--- src/rtl/pll_clk_gen_pkg.sv ---
// Shared constants and helpers for the pll_clk_gen clock generator.
package pll_clk_gen_pkg;

    localparam int DEF_CLKOP_DIV   = 4;
    localparam int DEF_CLKOS_DIV   = 8;
    localparam int DEF_CLKOS_PHASE = 2;
    localparam int DEF_LOCK_CNT    = 16;

    // High time of a divided clock; odd dividers get the extra cycle high.
    function automatic int hi_cnt(input int div);
        return (div + 1) / 2;
    endfunction

    // Index a divider starts from so its first rise lags by 'phase' cycles.
    function automatic int start_idx(input int div, input int phase);
        return (div - phase) % div;
    endfunction

endpackage

--- src/rtl/clk_div_phase.sv ---
// Divide-by-DIV square wave with a programmable start index, gated by en.
module clk_div_phase
    import pll_clk_gen_pkg::*;
#(
    parameter int DIV       = DEF_CLKOP_DIV,
    parameter int START_IDX = 0
) (
    input  logic CLKI,
    input  logic RST,
    input  logic en,
    output logic clk_out
);

    localparam int W  = (DIV > 1) ? $clog2(DIV) : 1;
    localparam int HI = hi_cnt(DIV);

    logic [W-1:0] idx;
    logic [W-1:0] idx_nxt;
    logic         run;

    always_comb begin
        idx_nxt = (idx == W'(DIV - 1)) ? '0 : idx + W'(1);
    end

    // en is high on the lock edge itself, so the first enabled edge loads the start index.
    always_ff @(posedge CLKI) begin
        if (RST || !en) begin
            idx     <= '0;
            clk_out <= 1'b0;
            run     <= 1'b0;
        end else if (!run) begin
            idx     <= W'(START_IDX);
            clk_out <= (START_IDX < HI);
            run     <= 1'b1;
        end else begin
            idx     <= idx_nxt;
            clk_out <= (idx_nxt < W'(HI));
        end
    end

endmodule

--- src/rtl/pll_clk_gen.sv ---
// PLL-style clock generator: lock counter plus two divided outputs (CLKOP, CLKOS).
// Define CLKOS_PHASE_SHIFT_EN to apply CLKOS_PHASE; otherwise CLKOS is in phase with CLKOP.
module pll_clk_gen
    import pll_clk_gen_pkg::*;
#(
    parameter int CLKOP_DIV   = DEF_CLKOP_DIV,
    parameter int CLKOS_DIV   = DEF_CLKOS_DIV,
    parameter int CLKOS_PHASE = DEF_CLKOS_PHASE,
    parameter int LOCK_CNT    = DEF_LOCK_CNT
) (
    input  logic CLKI,
    input  logic RST,
    output logic CLKOP,
    output logic CLKOS,
    output logic LOCK
);

    localparam int LW = $clog2(LOCK_CNT + 1);

`ifdef CLKOS_PHASE_SHIFT_EN
    localparam int OS_START = start_idx(CLKOS_DIV, CLKOS_PHASE);
`else
    localparam int OS_START = start_idx(CLKOS_DIV, 0);
`endif

    if (CLKOP_DIV < 2) begin : g_bad_op_div
        $fatal(1, "pll_clk_gen: CLKOP_DIV must be >= 2");
    end
    if (CLKOS_DIV < 2) begin : g_bad_os_div
        $fatal(1, "pll_clk_gen: CLKOS_DIV must be >= 2");
    end
    if (CLKOS_PHASE < 0 || CLKOS_PHASE >= CLKOS_DIV) begin : g_bad_phase
        $fatal(1, "pll_clk_gen: CLKOS_PHASE must be in 0..CLKOS_DIV-1");
    end
    if (LOCK_CNT < 1) begin : g_bad_lock
        $fatal(1, "pll_clk_gen: LOCK_CNT must be >= 1");
    end

    logic [LW-1:0] lock_cnt;
    logic          lock_nxt;

    // Value LOCK takes on this edge; drives the dividers so they start on the lock edge.
    assign lock_nxt = !RST && (LOCK || (lock_cnt == LW'(LOCK_CNT - 1)));

    always_ff @(posedge CLKI) begin
        if (RST) begin
            lock_cnt <= '0;
            LOCK     <= 1'b0;
        end else begin
            if (lock_cnt != LW'(LOCK_CNT))
                lock_cnt <= lock_cnt + LW'(1);
            LOCK <= lock_nxt;
        end
    end

    clk_div_phase #(
        .DIV       (CLKOP_DIV),
        .START_IDX (start_idx(CLKOP_DIV, 0))
    ) u_op (
        .CLKI    (CLKI),
        .RST     (RST),
        .en      (lock_nxt),
        .clk_out (CLKOP)
    );

    clk_div_phase #(
        .DIV       (CLKOS_DIV),
        .START_IDX (OS_START)
    ) u_os (
        .CLKI    (CLKI),
        .RST     (RST),
        .en      (lock_nxt),
        .clk_out (CLKOS)
    );

endmodule

--- config.mk ---
export PLATFORM = sky130hd
export DESIGN_NAME = pll_clk_gen
export DESIGN_NICKNAME = d
export VERILOG_FILES = /design/src/rtl/pll_clk_gen_pkg.sv /design/src/rtl/clk_div_phase.sv /design/src/rtl/pll_clk_gen.sv
export SDC_FILE = /design/constraint.sdc
export NUM_CORES = 1
export LEC_CHECK = 0
export ABC_AREA = 1
export CAP_MARGIN = 15
export CORE_AREA = 2 2 39 41
export CTS_BUF_LIST = sky130_fd_sc_hd__clkbuf_4 sky130_fd_sc_hd__clkbuf_8
export DETAILED_ROUTE_END_ITERATION = 10
export DIE_AREA = 0 0 41 43
export HOLD_SLACK_MARGIN = 0.03
export SETUP_SLACK_MARGIN = 0.1
export SLEW_MARGIN = 20
export SYNTH_ARGS = -nofsm -noshare
export SYNTH_HDL_FRONTEND = slang
export SYNTH_SLANG_ARGS = --single-unit
export TNS_END_PERCENT = 100
--- constraint.sdc ---
create_clock -name CLKI -period 1.45 [get_ports CLKI]
set_input_delay 0.29 -clock CLKI [delete_from_list [all_inputs] [get_ports CLKI]]
set_output_delay 0.29 -clock CLKI [all_outputs]
set_load 0.005 [all_outputs]
==> results of run 1 <==
[path summary, 6_finish.rpt]
check	slack, ns	cells past startpoint	endpoint
worst max-delay path	0.18	10	u_op.idx[0]$_SDFF_PP0_
worst min-delay path	0.42	1	u_os.idx[0]$_SDFF_PP0_
worst max register to register	0.18	10	u_op.idx[0]$_SDFF_PP0_
worst min register to register	0.42	1	u_os.idx[0]$_SDFF_PP0_
[cells in the mapped netlist, drive strengths merged]
| cell type | count | area (um^2) |
|---|---|---|
| nand2 | 12 | 50.1 |
| ha | 6 | 75.1 |
| nor2 | 10 | 40.0 |
| or2 | 1 | 6.26 |
| inv | 12 | 45.0 |
| nand4 | 2 | 12.5 |
| nand3 | 3 | 15.0 |
| a21oi | 6 | 33.8 |
| xnor2 | 1 | 8.76 |
| dfxtp | 14 | 280 |
[state kept, by name, summed over array words and instances (netlist names)]
name	cells
u_os.idx	3
LOCK	1
lock_cnt	5
u_op.clk_out	1
u_os.clk_out	1
u_op.idx	2
u_os.run	1
[cells by family (layout without fill, tap and decap cells)]
family	Yosys count	in the layout	synth area share, %
simple gates	28	28	21.9
flops	14	14	49.4
buf+inv	12	24	7.95
fa+ha+maj	6	6	13.2
compound gates	6	6	5.96
xor+xnor	1	1	1.55
[report_power, final]
group / switching [mW] / leakage [nW] / internal, mW
sequential: 0.00960 / 0.114 / 0.393
clock: 0.117 / 0.0210 / 0.153
combinational: 0.0241 / 0.211 / 0.0237
[placed cells by master (no fill, tap or decap)]
master,Yosys,routed
or2_2,1,1
xnor2_1,1,1
nand3_1,3,3
nor2_2,1,2
clkbuf_4,0,3
clkdlybuf4s50_1,0,1
dlygate4sd2_1,0,3
a21oi_2,1,1
inv_1,9,8
a21oi_1,5,5
nand4_1,2,2
inv_2,3,4
dfxtp_1,14,11
ha_2,0,1
buf_4,0,4
ha_1,6,4
clkbuf_8,0,1
nand2_2,2,4
ha_4,0,1
nor2_1,9,8
nand2_1,10,7
nand2_4,0,1
dfxtp_2,0,3
[stage by stage]
stage / util, % / setup WS, ns / area [um^2]
floorplan: - / 0.241 / 567
global placement: 45.8 / 0.131 / 634
detailed placement: 45.8 / 0.112 / 634
CTS: 48.4 / 0.134 / 669
global route: 52.3 / 0.0743 / 723
finish: 52.3 / 0.180 / 723
[layer usage]
layer / GRT usage (%) / up-vias
met3: 3.14 / 4
li1: - / 232
met2: 17.5 / 6
met5: 0 / -
met1: 15.2 / 196
met4: 10.0 / 0
[worst register-to-register path: cells and delay by family (launching register included)]
family	cells	cell delay (ns)
and+or+nand+nor	6	0.44
adders and majority gates	2	0.31
buffers and inverters	2	0.10
DFF	1	0.36
[layout make-up]
| class | instances | share of cell area, % |
|---|---|---|
| Clock buffer | 4 | 5.02 |
| Multi-Input combinational cell | 41 | 37.5 |
| Inverter | 12 | 6.23 |
| Sequential cell | 14 | 39.3 |
| Timing Repair Buffer | 8 | 9.17 |
| Tap cell | 16 | 2.77 |
[timing repair]
action	CTS	global route
gates cloned	0	0
endpoints found under the hold margin	0	0
pin swaps	0	6
setup endpoints to repair	4	7
gates resized for setup	5	10
setup buffers	0	3
==> metrics.txt, run 1 <==
outcome finished clean; DRT Pass-1 Iters 2; DRC 0; Critical Path RT roughly 1.7 ns; CTS Sinks 14; Final Hold Fails 0; vias in the first global route 396; gpl congestion between 0.6 and 0.7; hold slack final 0.424 ns; Pwr per Cell Area around 1000 mW/mm^2; detailed-route vias per instance around 4.6; Maximum Capacitance Violations 0; RR Startpoint lock_cnt[0]$_SDFFE_PP0P_; Net count, final 88; latest clock arrival within the worst-skew pair about 0.27 ns; setup TNS 0 ns; CTS H-tree lvls 1; final std cells w/o fill 95; Layout Area Growth over Synthesis 27.6%; kind of critical path reg -> reg; Mapped Avg Cell Area 8.46 um^2; Relative slew margins 84.8%; Inserted Clock Buffers 3; RSZ-0062 raised after global routing yes; WL/cell 8.92 um; Net Count, Synth 75; Max VDD drop between 0.4 and 0.5 mV; CP max FO 6; CP cell instances ha_4 -> nand2_2 -> nor2_2 -> ha_2 -> inv_2 -> nand2_2 -> nand2_4 -> inv_2 -> nand2_2 -> nor2_1; largest net degree at the start of global routing 9; Critical Path Max Stage Delay about 0.36 ns; final setup fails 0; Total Power about 0.72 mW; WP data arrival around 1.5 ns; fin crit share 87.6%; Synth cell types 14; Slowest-stage cell, CP dfxtp_2; Post-Synthesis Cell Area about 570 um^2; Seq cells post-synth 14; fillers 130; CTS Buffer Depth 2; DR vias 438; layout cell share with drive strength beyond 1 between 30% and 40%; core footprint 0.00138 mm^2; Starting DRT DRC Count 4; most frequent CP cell nand2_2; gr ovfl total 0; Max Fclk 787 MHz; critical path startpoint lock_cnt[0]$_SDFFE_PP0P_; CTS tree yes; Leak 0.346 nW; dpl cells 88; initial core utilization roughly 41%; Final min period about 1.3 ns; clock transition at the registers of the reported paths ~0.080 ns; Final HPWL DP between 600 and 700 um; Worst Setup End Kind register; metal2 WL between 400 and 500 um; met3 WL post-DR roughly 26 um; die height approximately 43 um; site row count 14; Worst Max-Slew Pin Slew between 0.2 and 0.25 ns; DIE AREA 0.00176 mm^2; sequential area share after synthesis about half; Antenna diodes 0; Syn Inst Count 67; CP top delay family simple AND/OR/NAND/NOR gates; Hold Startpoint u_os.idx[0]$_SDFF_PP0_; area of the multi-input gates 272 um^2; PortBufs 4; register area 284 um^2; clock root cell clkbuf_4; WL final about 850 um; Synth Warn # 0; Pins Over Slew Limit 0; Max Used Layer met4; GRT Overall Usage 12.5%; Hold Buf Count CTS 0; IO Pins 5; post-route ant nets 0; initial antenna violation count 0; worst path bufs/invs 2; crit path launch type register; Hold WC Path Type reg -> reg; skew final between 0.001 and 0.0015 ns; wl on met1 a little under 400 um; first-pass GRT wire length about 1400 um; die width ~40 um
Note: power is estimated with default switching activity, not from simulation.
==> run 2, diff against run 1 <==
--- a/config.mk
+++ b/config.mk
@@ -7,11 +7,11 @@
 export LEC_CHECK = 0
 export ABC_AREA = 1
 export CAP_MARGIN = 15
-export CORE_AREA = 2 2 39 41
+export CORE_UTILIZATION = 24
 export CTS_BUF_LIST = sky130_fd_sc_hd__clkbuf_4 sky130_fd_sc_hd__clkbuf_8
 export DETAILED_ROUTE_END_ITERATION = 10
-export DIE_AREA = 0 0 41 43
 export HOLD_SLACK_MARGIN = 0.03
+export PLACE_DENSITY = 0.39
 export SETUP_SLACK_MARGIN = 0.1
 export SLEW_MARGIN = 20
 export SYNTH_ARGS = -nofsm -noshare
==> run 2 against run 1 <==
Die area is 45% higher. Flip-flop and latch count stayed put. Routed wire length is 2.8% higher. Register-to-register slack worse by 0.04 ns. Clock skew is 0.0053 ns higher. First-iteration DRC count is 25% higher. Highest routed layer unchanged. Non-clock buffer count is 1 lower. Clock power hardly changed. Final cell count is 12% higher. Sequential share of layout area stayed put. Worst setup slack worse by 0.038 ns.
==> metrics.txt, run 2 (same netlist as run 1, synthesis figures left out) <==
CTS Sinks 14 (unchanged); post-route ant nets 0 (unchanged); Hold Buf Count CTS 0 (unchanged); Max VDD drop 0.419 mV (was 0.493 mV); Relative slew margins 84.8% (about the same); CP cell instances ha_4 -> nand2_1 -> nor2_1 -> ha_2 -> inv_2 -> nand2_2 -> nand2_4 -> inv_2 -> nand2_1 -> nor2_1 (was ha_4 -> nand2_2 -> nor2_2 -> ha_2 -> inv_2 -> nand2_2 -> nand2_4 -> inv_2 -> nand2_2 -> nor2_1); CTS H-tree lvls 1 (unchanged); Worst Setup End Kind register (unchanged); Pwr per Cell Area 991 mW/mm^2 (was 996 mW/mm^2); crit path launch type register (unchanged); Critical Path RT 1.65 ns (was 1.67 ns); latest clock arrival within the worst-skew pair 0.27 ns (about the same); layout cell share with drive strength beyond 1 28.2% (was 32.9%); DRT Pass-1 Iters 4 (was 2); gr ovfl total 0 (unchanged); worst flop-to-flop path endpoint u_op.idx[0]$_SDFF_PP0_ (unchanged); critical path startpoint lock_cnt[1]$_SDFFE_PP0P_ (was lock_cnt[0]$_SDFFE_PP0P_); fillers 254 (was 130); die height 50.6 um (was 43 um); Max Fclk 764 MHz (was 787 MHz); register area 284 um^2 (unchanged); Total Power 0.717 mW (was 0.720 mW); CP endpoint u_op.idx[0]$_SDFF_PP0_ (unchanged); fin crit share 90.2% (was 87.6%); Largest register FFs 5 (unchanged); GRT Overall Usage 7.70% (was 12.5%); WL final 871 um (was 847 um); Antenna diodes 0 (unchanged); dpl ws 0.133 ns (was 0.112 ns); worst reg-to-reg setup slack 0.14 ns (was 0.18 ns); DIE AREA 0.00256 mm^2 (was 0.00176 mm^2); PnR worst setup slack 0.142 ns (was 0.180 ns); DRC 0 (unchanged); die width 50.6 um (was 41 um); gpl congestion 0.679 (was 0.622); clock root cell clkbuf_4 (unchanged); setup TNS 0 ns (unchanged); kind of critical path reg -> reg (unchanged); Starting DRT DRC Count 5 (was 4); WL/cell 8.22 um (was 8.92 um); Hold WC Path Type reg -> reg (unchanged); initial antenna violation count 0 (unchanged); Slowest-stage cell, CP dfxtp_2 (unchanged); first-pass GRT wire length 1410 um (was 1440 um); fin area 723 um^2 (unchanged); Placement Cell Area 657 um^2 (was 634 um^2); RR Startpoint lock_cnt[1]$_SDFFE_PP0P_ (was lock_cnt[0]$_SDFFE_PP0P_); biggest regs lock_cnt x5, u_os.idx x3, u_op.idx x2 (unchanged); Final HPWL DP 659 um (was 645 um); Worst Max-Slew Pin Slew 0.227 ns (about the same); DR vias 420 (was 438); Pins Over Slew Limit 0 (unchanged); detailed-route vias per instance 3.96 (was 4.61); core footprint 0.00221 mm^2 (was 0.00138 mm^2); Leak 0.337 nW (was 0.346 nW); Hold Startpoint u_os.idx[0]$_SDFF_PP0_ (unchanged); site row count 17 (was 14); Inserted Clock Buffers 3 (unchanged); PortBufs 4 (unchanged); Final Hold Fails 0 (unchanged); reg2reg path depth 10 (unchanged); vias in the first global route 352 (was 396); Maximum Capacitance Violations 0 (unchanged); WP data arrival 1.51 ns (was 1.49 ns); commonest non-fill, non-tap cell in the layout dfxtp_1 (unchanged); Critical Path Max Stage Delay 0.36 ns (about the same); RSZ-0062 raised after global routing yes (unchanged); CTS tree yes (unchanged); hold slack final 0.425 ns (was 0.424 ns); CP max FO 6 (unchanged); initial core utilization 25.6% (was 41.0%); outcome finished clean (unchanged); Top reg by flops lock_cnt (unchanged); CTS Buffer Depth 2 (unchanged); Layout Area Growth over Synthesis 27.6% (unchanged); area of the multi-input gates 264 um^2 (was 272 um^2); clock transition at the registers of the reported paths 0.08 ns (about the same); final setup fails 0 (unchanged); Final min period 1.31 ns (was 1.27 ns); largest net degree at the start of global routing 9 (unchanged); skew final 0.00637 ns (was 0.00110 ns); most frequent cells in the layout 11 x dfxtp_1, 9 x nand2_1, 9 x nor2_1 (was 11 x dfxtp_1, 8 x inv_1, 8 x nor2_1); IO Pins 5 (unchanged); Net count, final 87 (was 88)
-- run 2: where the power goes --
part | internal [mW] | total, mW | switching [mW]
Sequential | 0.393 | 0.402 | 0.00896
Clock | 0.152 | 0.269 | 0.117
Combinational | 0.0215 | 0.0455 | 0.0240
Total | 0.567 | 0.717 | 0.150
-- run 2: timing repair --
item	in CTS	in global routing
endpoints found under the setup margin	3	3
setup buffers	0	1
resized for setup	4	8
pin swaps	0	6
-- run 2: layout make-up --
cell class	instances	area share (%)
Sequential cell	14	39.3
Multi-Input combinational cell	41	36.5
Timing Repair Buffer	7	8.13
Inverter	12	6.23
Clock buffer	4	5.02
Tap cell	28	4.84
-- run 2: worst min path at each step --
stage,end,cells past startpoint
after floorplan,lock_cnt[4]$_SDFFE_PP0P_,1
after global placement,u_os.idx[0]$_SDFF_PP0_,1
after detailed placement,u_os.idx[0]$_SDFF_PP0_,1
after CTS,u_os.idx[0]$_SDFF_PP0_,1
after global routing,u_os.idx[0]$_SDFF_PP0_,1
final,u_os.idx[0]$_SDFF_PP0_,1
-- run 2: worst max-delay path, delay by kind of cell, from the launching register on --
family | cells | cell delay (ns)
DFF | 1 | 0.36
adders and majority gates | 2 | 0.32
buffers and inverters | 2 | 0.09
and+or+nand+nor | 6 | 0.48
-- run 2: layer usage --
| metal | part of all wire, % | vias to the layer above | global-route usage [%] |
|---|---|---|---|
| met5 | 0 | - | 0 |
| met4 | 1.4 | 0 | 5.56 |
| met3 | 4.0 | 2 | 3.03 |
| met2 | 44 | 6 | 10.7 |
| met1 | 51 | 183 | 9.52 |
| li1 | - | 229 | - |
-- run 2: per-stage QoR --
stage	util, %	instances
4_1_cts	31.2	105
2_1_floorplan	-	67
3_3_place_gp	29.7	101
6_report	32.7	106
5_1_grt	32.7	106
3_5_place_dp	29.7	101
